--- src/rtl/serial_uart_bridge.sv ---
// Show-ahead synchronous FIFO shared by both directions of the UART bridge.
// Latency: an accepted push is visible at the head one clock later; head is zero while empty.
// Backpressure: push refused when full, pop ignored when empty, both judged on the pre-edge count.
module serial_uart_bridge_fifo #(
    parameter int DEPTH = 8,
    parameter int W     = 8
) (
    input  logic         clk_i,
    input  logic         rst_n_i,
    input  logic         push_i,
    input  logic [W-1:0] push_dat_i,
    input  logic         pop_i,
    output logic [W-1:0] head_dat_o,
    output logic         full_o,
    output logic         empty_o
);
    localparam int AW = $clog2(DEPTH);
    localparam logic [AW:0] FULL_CNT = (AW+1)'(DEPTH);

    logic [W-1:0]  mem_q [DEPTH];
    logic [AW-1:0] wr_ptr_q, wr_ptr_d;
    logic [AW-1:0] rd_ptr_q, rd_ptr_d;
    logic [AW:0]   count_q, count_d;
    logic          push_ok;
    logic          pop_ok;

    assign full_o     = (count_q == FULL_CNT);
    assign empty_o    = (count_q == '0);
    assign push_ok    = push_i && !full_o;
    assign pop_ok     = pop_i && !empty_o;
    // Gated so the head reads zero out of reset, when the storage is still unwritten.
    assign head_dat_o = empty_o ? '0 : mem_q[rd_ptr_q];

    // Pointer and occupancy next-state; pointers wrap naturally at the power-of-two depth.
    always_comb begin
        wr_ptr_d = wr_ptr_q;
        rd_ptr_d = rd_ptr_q;
        count_d  = count_q;
        if (push_ok) begin
            wr_ptr_d = wr_ptr_q + AW'(1);
        end
        if (pop_ok) begin
            rd_ptr_d = rd_ptr_q + AW'(1);
        end
        case ({push_ok, pop_ok})
            2'b10:   count_d = count_q + (AW+1)'(1);
            2'b01:   count_d = count_q - (AW+1)'(1);
            default: count_d = count_q;
        endcase
    end

    // Pointer and occupancy registers.
    always_ff @(posedge clk_i) begin
        if (!rst_n_i) begin
            wr_ptr_q <= '0;
            rd_ptr_q <= '0;
            count_q  <= '0;
        end else begin
            wr_ptr_q <= wr_ptr_d;
            rd_ptr_q <= rd_ptr_d;
            count_q  <= count_d;
        end
    end

    // Storage write; contents need no reset because the head is masked while empty.
    always_ff @(posedge clk_i) begin
        if (rst_n_i && push_ok) begin
            mem_q[wr_ptr_q] <= push_dat_i;
        end
    end
endmodule

// Byte-serial CPU port to 8N1 UART bridge with TX and RX FIFOs.
// Latency: write at edge k pops at k+1 and drives the start bit from k+1; RX byte pushed at mid stop bit.
// Backpressure: cpu_ready_out drops when TX FIFO full (extra writes dropped, sticky flag); RX overrun drops.
module serial_uart_bridge #(
    parameter int CLKS_PER_BIT = 16,
    parameter int FIFO_DEPTH   = 8
) (
    input  logic       clock,
    input  logic       reset,
    input  logic [7:0] cpu_wdata_in,
    input  logic       cpu_wren_in,
    output logic       cpu_ready_out,
    output logic [7:0] cpu_rdata_out,
    output logic       cpu_valid_out,
    input  logic       cpu_rden_in,
    input  logic       uart_rx_in,
    output logic       uart_tx_out,
    output logic       tx_overflow_out,
    output logic       rx_overrun_out,
    output logic       frame_error_out
);
    localparam int CW = $clog2(CLKS_PER_BIT);
    localparam logic [CW-1:0] BIT_LAST = CW'(CLKS_PER_BIT - 1);
    localparam logic [CW-1:0] HALF_LAST = CW'(CLKS_PER_BIT / 2 - 1);

    localparam logic [1:0] TX_IDLE  = 2'd0;
    localparam logic [1:0] TX_START = 2'd1;
    localparam logic [1:0] TX_DATA  = 2'd2;
    localparam logic [1:0] TX_STOP  = 2'd3;

    localparam logic [2:0] RX_IDLE      = 3'd0;
    localparam logic [2:0] RX_START     = 3'd1;
    localparam logic [2:0] RX_DATA      = 3'd2;
    localparam logic [2:0] RX_STOP      = 3'd3;
    localparam logic [2:0] RX_WAIT_HIGH = 3'd4;

    // ---------------- TX path ----------------
    logic          tx_full, tx_empty, tx_pop;
    logic [7:0]    tx_head;
    logic [1:0]    tx_state_q, tx_state_d;
    logic [CW-1:0] tx_cnt_q, tx_cnt_d;
    logic [2:0]    tx_bit_q, tx_bit_d;
    logic [7:0]    tx_shift_q, tx_shift_d;
    logic          tx_line_q, tx_line_d;
    logic          tx_overflow_q;

    serial_uart_bridge_fifo #(.DEPTH(FIFO_DEPTH), .W(8)) u_tx_fifo (
        .clk_i      (clock),
        .rst_n_i    (reset),
        .push_i     (cpu_wren_in),
        .push_dat_i (cpu_wdata_in),
        .pop_i      (tx_pop),
        .head_dat_o (tx_head),
        .full_o     (tx_full),
        .empty_o    (tx_empty)
    );

    // TX framing: the line value for the next bit period is computed one edge ahead so uart_tx_out is a flop.
    always_comb begin
        tx_state_d = tx_state_q;
        tx_cnt_d   = tx_cnt_q;
        tx_bit_d   = tx_bit_q;
        tx_shift_d = tx_shift_q;
        tx_line_d  = tx_line_q;
        tx_pop     = 1'b0;
        case (tx_state_q)
            TX_IDLE: begin
                tx_line_d = 1'b1;
                if (!tx_empty) begin
                    tx_pop     = 1'b1;
                    tx_shift_d = tx_head;
                    tx_cnt_d   = '0;
                    tx_line_d  = 1'b0;
                    tx_state_d = TX_START;
                end
            end
            TX_START: begin
                if (tx_cnt_q == BIT_LAST) begin
                    tx_cnt_d   = '0;
                    tx_bit_d   = '0;
                    tx_line_d  = tx_shift_q[0];
                    tx_state_d = TX_DATA;
                end else begin
                    tx_cnt_d = tx_cnt_q + CW'(1);
                end
            end
            TX_DATA: begin
                if (tx_cnt_q == BIT_LAST) begin
                    tx_cnt_d   = '0;
                    tx_shift_d = {1'b0, tx_shift_q[7:1]};
                    if (tx_bit_q == 3'd7) begin
                        tx_line_d  = 1'b1;
                        tx_state_d = TX_STOP;
                    end else begin
                        tx_bit_d  = tx_bit_q + 3'd1;
                        tx_line_d = tx_shift_q[1];
                    end
                end else begin
                    tx_cnt_d = tx_cnt_q + CW'(1);
                end
            end
            TX_STOP: begin
                tx_line_d = 1'b1;
                if (tx_cnt_q == BIT_LAST) begin
                    tx_cnt_d   = '0;
                    tx_state_d = TX_IDLE;
                end else begin
                    tx_cnt_d = tx_cnt_q + CW'(1);
                end
            end
            default: begin
                tx_line_d  = 1'b1;
                tx_cnt_d   = '0;
                tx_state_d = TX_IDLE;
            end
        endcase
    end

    // TX state registers; reset forces the line high immediately, aborting any frame.
    always_ff @(posedge clock) begin
        if (!reset) begin
            tx_state_q    <= TX_IDLE;
            tx_cnt_q      <= '0;
            tx_bit_q      <= '0;
            tx_shift_q    <= '0;
            tx_line_q     <= 1'b1;
            tx_overflow_q <= 1'b0;
        end else begin
            tx_state_q    <= tx_state_d;
            tx_cnt_q      <= tx_cnt_d;
            tx_bit_q      <= tx_bit_d;
            tx_shift_q    <= tx_shift_d;
            tx_line_q     <= tx_line_d;
            tx_overflow_q <= tx_overflow_q | (cpu_wren_in & tx_full);
        end
    end

    // ---------------- RX path ----------------
    logic          rx_meta_q, rx_sync_q;
    logic [2:0]    rx_state_q, rx_state_d;
    logic [CW-1:0] rx_cnt_q, rx_cnt_d;
    logic [2:0]    rx_bit_q, rx_bit_d;
    logic [7:0]    rx_shift_q, rx_shift_d;
    logic          rx_push, rx_frame_err;
    logic          rx_full, rx_empty;
    logic          rx_overrun_q, frame_error_q;

    serial_uart_bridge_fifo #(.DEPTH(FIFO_DEPTH), .W(8)) u_rx_fifo (
        .clk_i      (clock),
        .rst_n_i    (reset),
        .push_i     (rx_push),
        .push_dat_i (rx_shift_q),
        .pop_i      (cpu_rden_in),
        .head_dat_o (cpu_rdata_out),
        .full_o     (rx_full),
        .empty_o    (rx_empty)
    );

    // RX sampling: half a bit after the synced falling edge confirms the start bit, then one sample per bit.
    always_comb begin
        rx_state_d   = rx_state_q;
        rx_cnt_d     = rx_cnt_q;
        rx_bit_d     = rx_bit_q;
        rx_shift_d   = rx_shift_q;
        rx_push      = 1'b0;
        rx_frame_err = 1'b0;
        case (rx_state_q)
            RX_IDLE: begin
                if (!rx_sync_q) begin
                    rx_cnt_d   = '0;
                    rx_state_d = RX_START;
                end
            end
            RX_START: begin
                if (rx_cnt_q == HALF_LAST) begin
                    rx_cnt_d   = '0;
                    rx_bit_d   = '0;
                    rx_state_d = rx_sync_q ? RX_IDLE : RX_DATA;
                end else begin
                    rx_cnt_d = rx_cnt_q + CW'(1);
                end
            end
            RX_DATA: begin
                if (rx_cnt_q == BIT_LAST) begin
                    rx_cnt_d   = '0;
                    rx_shift_d = {rx_sync_q, rx_shift_q[7:1]};
                    if (rx_bit_q == 3'd7) begin
                        rx_state_d = RX_STOP;
                    end else begin
                        rx_bit_d = rx_bit_q + 3'd1;
                    end
                end else begin
                    rx_cnt_d = rx_cnt_q + CW'(1);
                end
            end
            RX_STOP: begin
                if (rx_cnt_q == BIT_LAST) begin
                    rx_cnt_d = '0;
                    if (rx_sync_q) begin
                        rx_push    = 1'b1;
                        rx_state_d = RX_IDLE;
                    end else begin
                        rx_frame_err = 1'b1;
                        rx_state_d   = RX_WAIT_HIGH;
                    end
                end else begin
                    rx_cnt_d = rx_cnt_q + CW'(1);
                end
            end
            RX_WAIT_HIGH: begin
                if (rx_sync_q) begin
                    rx_state_d = RX_IDLE;
                end
            end
            default: begin
                rx_cnt_d   = '0;
                rx_state_d = RX_IDLE;
            end
        endcase
    end

    // RX synchronizer, state and sticky error flags.
    always_ff @(posedge clock) begin
        if (!reset) begin
            rx_meta_q     <= 1'b1;
            rx_sync_q     <= 1'b1;
            rx_state_q    <= RX_IDLE;
            rx_cnt_q      <= '0;
            rx_bit_q      <= '0;
            rx_shift_q    <= '0;
            rx_overrun_q  <= 1'b0;
            frame_error_q <= 1'b0;
        end else begin
            rx_meta_q     <= uart_rx_in;
            rx_sync_q     <= rx_meta_q;
            rx_state_q    <= rx_state_d;
            rx_cnt_q      <= rx_cnt_d;
            rx_bit_q      <= rx_bit_d;
            rx_shift_q    <= rx_shift_d;
            rx_overrun_q  <= rx_overrun_q | (rx_push & rx_full);
            frame_error_q <= frame_error_q | rx_frame_err;
        end
    end

    assign cpu_ready_out   = !tx_full;
    assign cpu_valid_out   = !rx_empty;
    assign uart_tx_out     = tx_line_q;
    assign tx_overflow_out = tx_overflow_q;
    assign rx_overrun_out  = rx_overrun_q;
    assign frame_error_out = frame_error_q;
endmodule

--- config.mk ---
export PLATFORM = sky130hd
export DESIGN_NAME = serial_uart_bridge
export DESIGN_NICKNAME = d
export VERILOG_FILES = /design/src/rtl/serial_uart_bridge.sv
export SDC_FILE = /design/constraint.sdc
export NUM_CORES = 1
export LEC_CHECK = 0
export CORE_UTILIZATION = 49
export CTS_CLUSTER_DIAMETER = 200
export DETAILED_ROUTE_END_ITERATION = 16
export GPL_TIMING_DRIVEN = 0
export PLACE_DENSITY = 0.69
export SLEW_MARGIN = 20
export SYNTH_ARGS = -nofsm -noshare
export SYNTH_HDL_FRONTEND = slang
export SYNTH_HIERARCHICAL = 1
export SYNTH_SLANG_ARGS = --single-unit
--- constraint.sdc ---
create_clock -name clock -period 2.3 [get_ports clock]
set_input_delay 0.23 -clock clock [delete_from_list [all_inputs] [get_ports clock]]
set_output_delay 0.23 -clock clock [all_outputs]
set_load 0.01 [all_outputs]
Word level (Yosys, flattened, before mapping) --
Memory sizes are Yosys's and may differ from the RTL's. A register that Yosys moved wholly into a read port is not among the register bits. Cells that the tools add are included. Widths: inputs -> output; s select.
Storage, ports and cells: register bits 61, bits in latches 0, RAM bits 128, ROM bits 0, output and inout port bits 14, memories kept 2
Cells by class: $add $sub $neg 12, multipliers 0, divide/modulo/power cells 0, order comparisons 0, equal/unequal tests 31, shifts and indexed selects 0, mux-type cells 57, bitwise logic cells 6, reduce and logical (&&, ||, !) cells 29
Memory list:
- u_rx_fifo.mem_q | words 8, width 8, rd ports 1, clocked after Yosys merged registers in 1, write ports 1, line 20 | logic [W-1:0] mem_q [DEPTH];
- u_tx_fifo.mem_q | words 8, width 8, rd ports 1, clocked after Yosys merged registers in 1, write ports 1, line 20
Operator list (number):
- $mux 3 | 17
- $ne 2x2->1 const B | 13
- $mux 8 | 3
- $pmux 4 s2 | 3
- $mux 4 | 5
- $add 3x1->3 const B | 6
- $add 4x1->4 const B | 4
- $eq 4x4->1 const B | 4
- $mux 1 | 16
- $pmux 4 s4 | 1
- $pmux 8 s2 | 1
- $pmux 3 s5 | 1
- $mux 2 | 6
- $pmux 3 s2 | 2
- $reduce_bool 2->1 | 5
- $eq 3x3->1 const B | 3
- $eq 2x2->1 const B | 4
- $logic_not 4->1 | 2
- $pmux 2 s4 | 1
- $reduce_and 4->1 | 2
- $sub 4x1->4 const B | 2
- $eq 2x1->1 const B | 3
- $eq 3x2->1 const B | 2
- $logic_and 1x1->1 | 6
- 15 further kinds | 23

Logic depth before layout (Yosys ltp) --
depth in word-level cells 7, gate-level depth with buffers 11

Cells and area by module --
The synthesis kept the hierarchy.
By module, submodules not included:
- serial_uart_bridge_fifo | times used 2, cells each 177, area each 3104.2 µm², seq. area each 2182.1 µm²
- serial_uart_bridge | times used 1, cells each 214, area each 2029.4 µm², seq. area each 820.8 µm²

Worst setup path before layout --
No wires, ideal clock.
kind register to register, start reg rx_cnt_q[0], end reg u_rx_fifo.count_q[3], arrival 2.420 ns, path slack -0.192 ns, cell stages (with the launch flop) 12, buffers on the path 0, period minus slack after synthesis 2.492 ns, path through dfxtp_1 ha_1 nand3b_4 nor2_1 and2_1 nand2_4 ha_1 ha_1 a21o_1 a21oi_1 mux2i_1 mux2i_1
Between the ends: word-level cells in the longest chain between the ends 6, elaborated cells between the ends (all ways) 8
Ends and longest elaborated chain:
- start, declared | line 213 | logic [CW-1:0] rx_cnt_q, rx_cnt_d;
- start signal, assigned | line 309 | rx_cnt_q <= rx_cnt_d;
- $eq 4x4->1 * | line 269 | if (rx_cnt_q == BIT_LAST) begin
- $mux 1 * | line 269
- $mux 1 * | line 239 | case (rx_state_q)
- named net rx_push | line 216 | logic rx_push, rx_frame_err;
- $logic_and 1x1->1 * | line 29 | assign push_ok = push_i && !full_o;
- $eq 2x1->1 / $eq 2x2->1 (equally long branches) | line 45 | case ({push_ok, pop_ok})
- $pmux 4 s2 / $reduce_bool 2->1 (equally long branches)
- end signal, assigned | line 61 | count_q <= count_d;
- end, declared | line 23 | logic [AW:0] count_q, count_d;
Mark *: on every way through the listed nets, which the timed path passes. The rest lies on a longest branch. A chain may end at the register's enable or synchronous reset.

Worst setup path in the final report --
start reg u_rx_fifo.count_q[2], end reg u_rx_fifo.count_q[1]
Between the ends: word-level cells in the longest chain between the ends 5, elaborated cells between the ends (all ways) 10
Ends and longest elaborated chain (line):
- $eq 4x4->1 / $logic_not 4->1 (equally long branches) | 27, 28
- $logic_not 1->1 (on tied branches) | 29, 30
- $logic_and 1x1->1 (on tied branches) | 29, 30
- $eq 2x1->1 / $eq 2x2->1 (equally long branches) | 45
- $pmux 4 s2 / $reduce_bool 2->1 (equally long branches)
Several ways; a longest one is shown, not always the timed one.

==> results.json <==
{
  "seq_area_um2": 5214,
  "ff2ff_path_depth": 8,
  "maxSlewViolCount": 0,
  "critical_path_class": "reg -> reg",
  "drt-initial-drc-count": 243,
  "cts.sinks": 195,
  "drive_gt1_frac": 0.2866,
  "leakage_nw": 3.433,
  "wl_per_cell_um": 17.92,
  "cp-start-kind": "flip-flop",
  "status": "completed",
  "overflow": 0,
  "synth_top_area_share": 0.4666,
  "grt_max_degree": 21,
  "synth_cell_types": 57,
  "setup_viol": 0,
  "clock_latency_ns": 0.44,
  "ys_seq_area_frac": 0.6294,
  "area_growth_pct": 20.75,
  "vias": 4833,
  "drtPass1Iterations": 4,
  "yosysWarnings": 6,
  "cap_viol_max_count": 0,
  "slowest_stage": "or4b_4",
  "drt-vias-per-instance": 5.517,
  "synthFlopType": "edfxtp_1",
  "start_util": 0.4985,
  "rows": 47,
  "p_total_w": 0.008872,
  "htreeDepth": 4,
  "crit_arrival_ns": 2.59,
  "path_cells": "or4b_4, nand2_8, ha_4, buf_4, inv_1, fa_2, o21ai_0, and2_1",
  "skew_ns": 0.008666,
  "ir_drop_uv": 547.8,
  "ios": 27,
  "avgSynthCellArea_um2": 14.50,
  "wl_um": 15700,
  "synthArstFlopShare": 0,
  "dieWidth_um": 131.7,
  "drc": 0,
  "die_h_um": 131.7,
  "synth-edff-count": 128,
  "instances_no_fill": 876,
  "ys_ff_latch": 195,
  "syn-num-nets": 604,
  "tightest_slew_ns": 0.8703,
  "cp.depth": 8,
  "cts_tree": "built",
  "clk_pin_slew_ns": 0.07,
  "diodes": 0,
  "dp.cells": 819,
  "finalHoldViolCount": 0,
  "ant_nets": 0,
  "layout_commonest_cell": "edfxtp_1",
  "synth_area_leaders": "edfxtp_1 (47%), dfxtp_1 (16%), mux4_2 (8.7%)",
  "gp_congestion": 0.7801,
  "die-area_um2": 17330,
  "hold_buffers": 0,
  "cts_buffers": 17,
  "synth_top_area_cell": "edfxtp_1",
  "layout_common_cells": "edfxtp_1 (128), dfxtp_1 (52), nor2_1 (48)",
  "fin_setup_tns_ns": 0,
  "pwr_density_cell_nw_per_um2": 891.9,
  "synthCells": 568,
  "crit_fanout": 5,
  "period_minus_slack_ns": 2.256,
  "port_buffers": 26,
  "antenna_found_initial": 0,
  "fillCellCount": 1226,
  "grt_pass1_wl_um": 25300,
  "clockRootBuffer": "clkbuf_16",
  "grt_pass1_vias": 4889,
  "crit_path_max_incr_delay_ns": 0.60,
  "syn_area_um2": 8238,
  "whs_path_depth": 2,
  "finalNetCount": 679,
  "rsz0062_at_grt": "true",
  "core_region_area_um2": 16520,
  "worstPathRequired_ns": 2.63,
  "period_share": 0.9807,
  "path_buf_inv": 2,
  "cpLargestDelayFamily": "simple AND/OR/NAND/NOR gates",
  "max_freq_mhz": 443.3,
  "max_slew_margin": 0.4166,
  "end_kind": "flip-flop",
  "track_usage": 0.1915,
  "multi_input_area_um2": 3139,
  "min_path_type": "in -> reg",
  "place.detailed.hpwl_um": 10090,
  "cts_buffer_depth": 2
}
## final timing paths
| path | start | endpoint | slack, ns |
|---|---|---|---|
| max reg2reg | u_rx_fifo/count_q[2]$_SDFFE_PN0P_ | u_rx_fifo/count_q[1]$_SDFFE_PN0P_ | 0.04 |
| min | uart_rx_in | rx_meta_q$_SDFF_PN1_ | 0.37 |
| min reg2reg | rx_meta_q$_SDFF_PN1_ | rx_sync_q$_SDFF_PN1_ | 0.42 |
| max | u_rx_fifo/count_q[2]$_SDFFE_PN0P_ | u_rx_fifo/count_q[1]$_SDFFE_PN0P_ | 0.04 |
## synth_stat cells (12+ instances only)
cell / count
and2_1: 17
buf_2: 13
dfxtp_1: 67
edfxtp_1: 128
ha_1: 21
inv_1: 15
mux2i_1: 42
mux4_2: 32
nand2_1: 25
nand3_1: 17
nor2_1: 52
nor2b_1: 12
## cell type report
class | instances | share of cell area
flip-flops and latches | 195 | 0.5242
multi-input cells | 331 | 0.3156
repair buffers | 59 | 0.05006
clock buffers | 17 | 0.04277
well taps | 220 | 0.02767
plain buffers | 24 | 0.01799
clock inverters | 15 | 0.01610
inverters | 15 | 0.005660
## metrics by stage
stage,setup slack [ns],utilization,hold slack (ns),instance area [um2]
global route,-0.08427,0.6020,0.3938,9947
CTS,0.001543,0.5914,0.3652,9773
floorplan,-0.003108,-,0.3289,8300
finish,0.04437,0.6020,0.3688,9947
detailed placement,-0.4952,0.5406,0.3995,8934
global placement,-0.9650,0.5347,0.3996,8836
## logic make-up after synthesis
family	synth area share
flops	0.6294
simple gates	0.1077
mux	0.1385
compound gates	0.04693
buf+inv	0.02582
fa+ha+maj	0.03676
xor+xnor	0.01488
## flip-flops by register name, indices dropped and copies added, names as in the netlist, named ones only
signal              count
tx_cnt_q                4
tx_overflow_out         1
u_rx_fifo/mem_q        64
rx_sync_q               1
rx_overrun_out          1
rx_shift_q              8
tx_state_q              2
tx_bit_q                3
rx_bit_q                3
u_rx_fifo/count_q       4
u_rx_fifo/wr_ptr_q      3
u_tx_fifo/mem_q        64
frame_error_out         1
rx_state_q              3
u_tx_fifo/wr_ptr_q      3
rx_cnt_q                4
rx_meta_q               1
u_tx_fifo/rd_ptr_q      3
uart_tx_out             1
u_rx_fifo/rd_ptr_q      3
tx_shift_q              8
u_tx_fifo/count_q       4
## worst register-to-register path: cells and delay by family (launching register included)
family	cells	cell delay, ns
flops	1	0.35
buf+inv	2	0.16
simple gates	3	0.90
fa+ha+maj	2	0.68
compound gates	1	0.07
## power breakdown
part	internal [W]	total, W	switching [W]
combinational	0.000997	0.00199	0.000996
sequential	0.00387	0.00398	0.000115
clock	0.00146	0.00290	0.00144
## routing by layer
metal	vias up	global-route usage	part of all wire
met1	2415	0.2517	0.45
met5	-	0	0
met2	107	0.3092	0.49
li1	2277	-	-
met4	0	0.06783	0.021
met3	34	0.04745	0.039
## timing repair
action / 4_1_cts / 5_1_grt
setup endpoints to repair: 56 / 68
setup buffers: 17 / 11
hold endpoints to repair: 0 / 0
pin swaps: 7 / 13
resized for setup: 55 / 29
No activity file was read; power rests on OpenSTA's default activity.
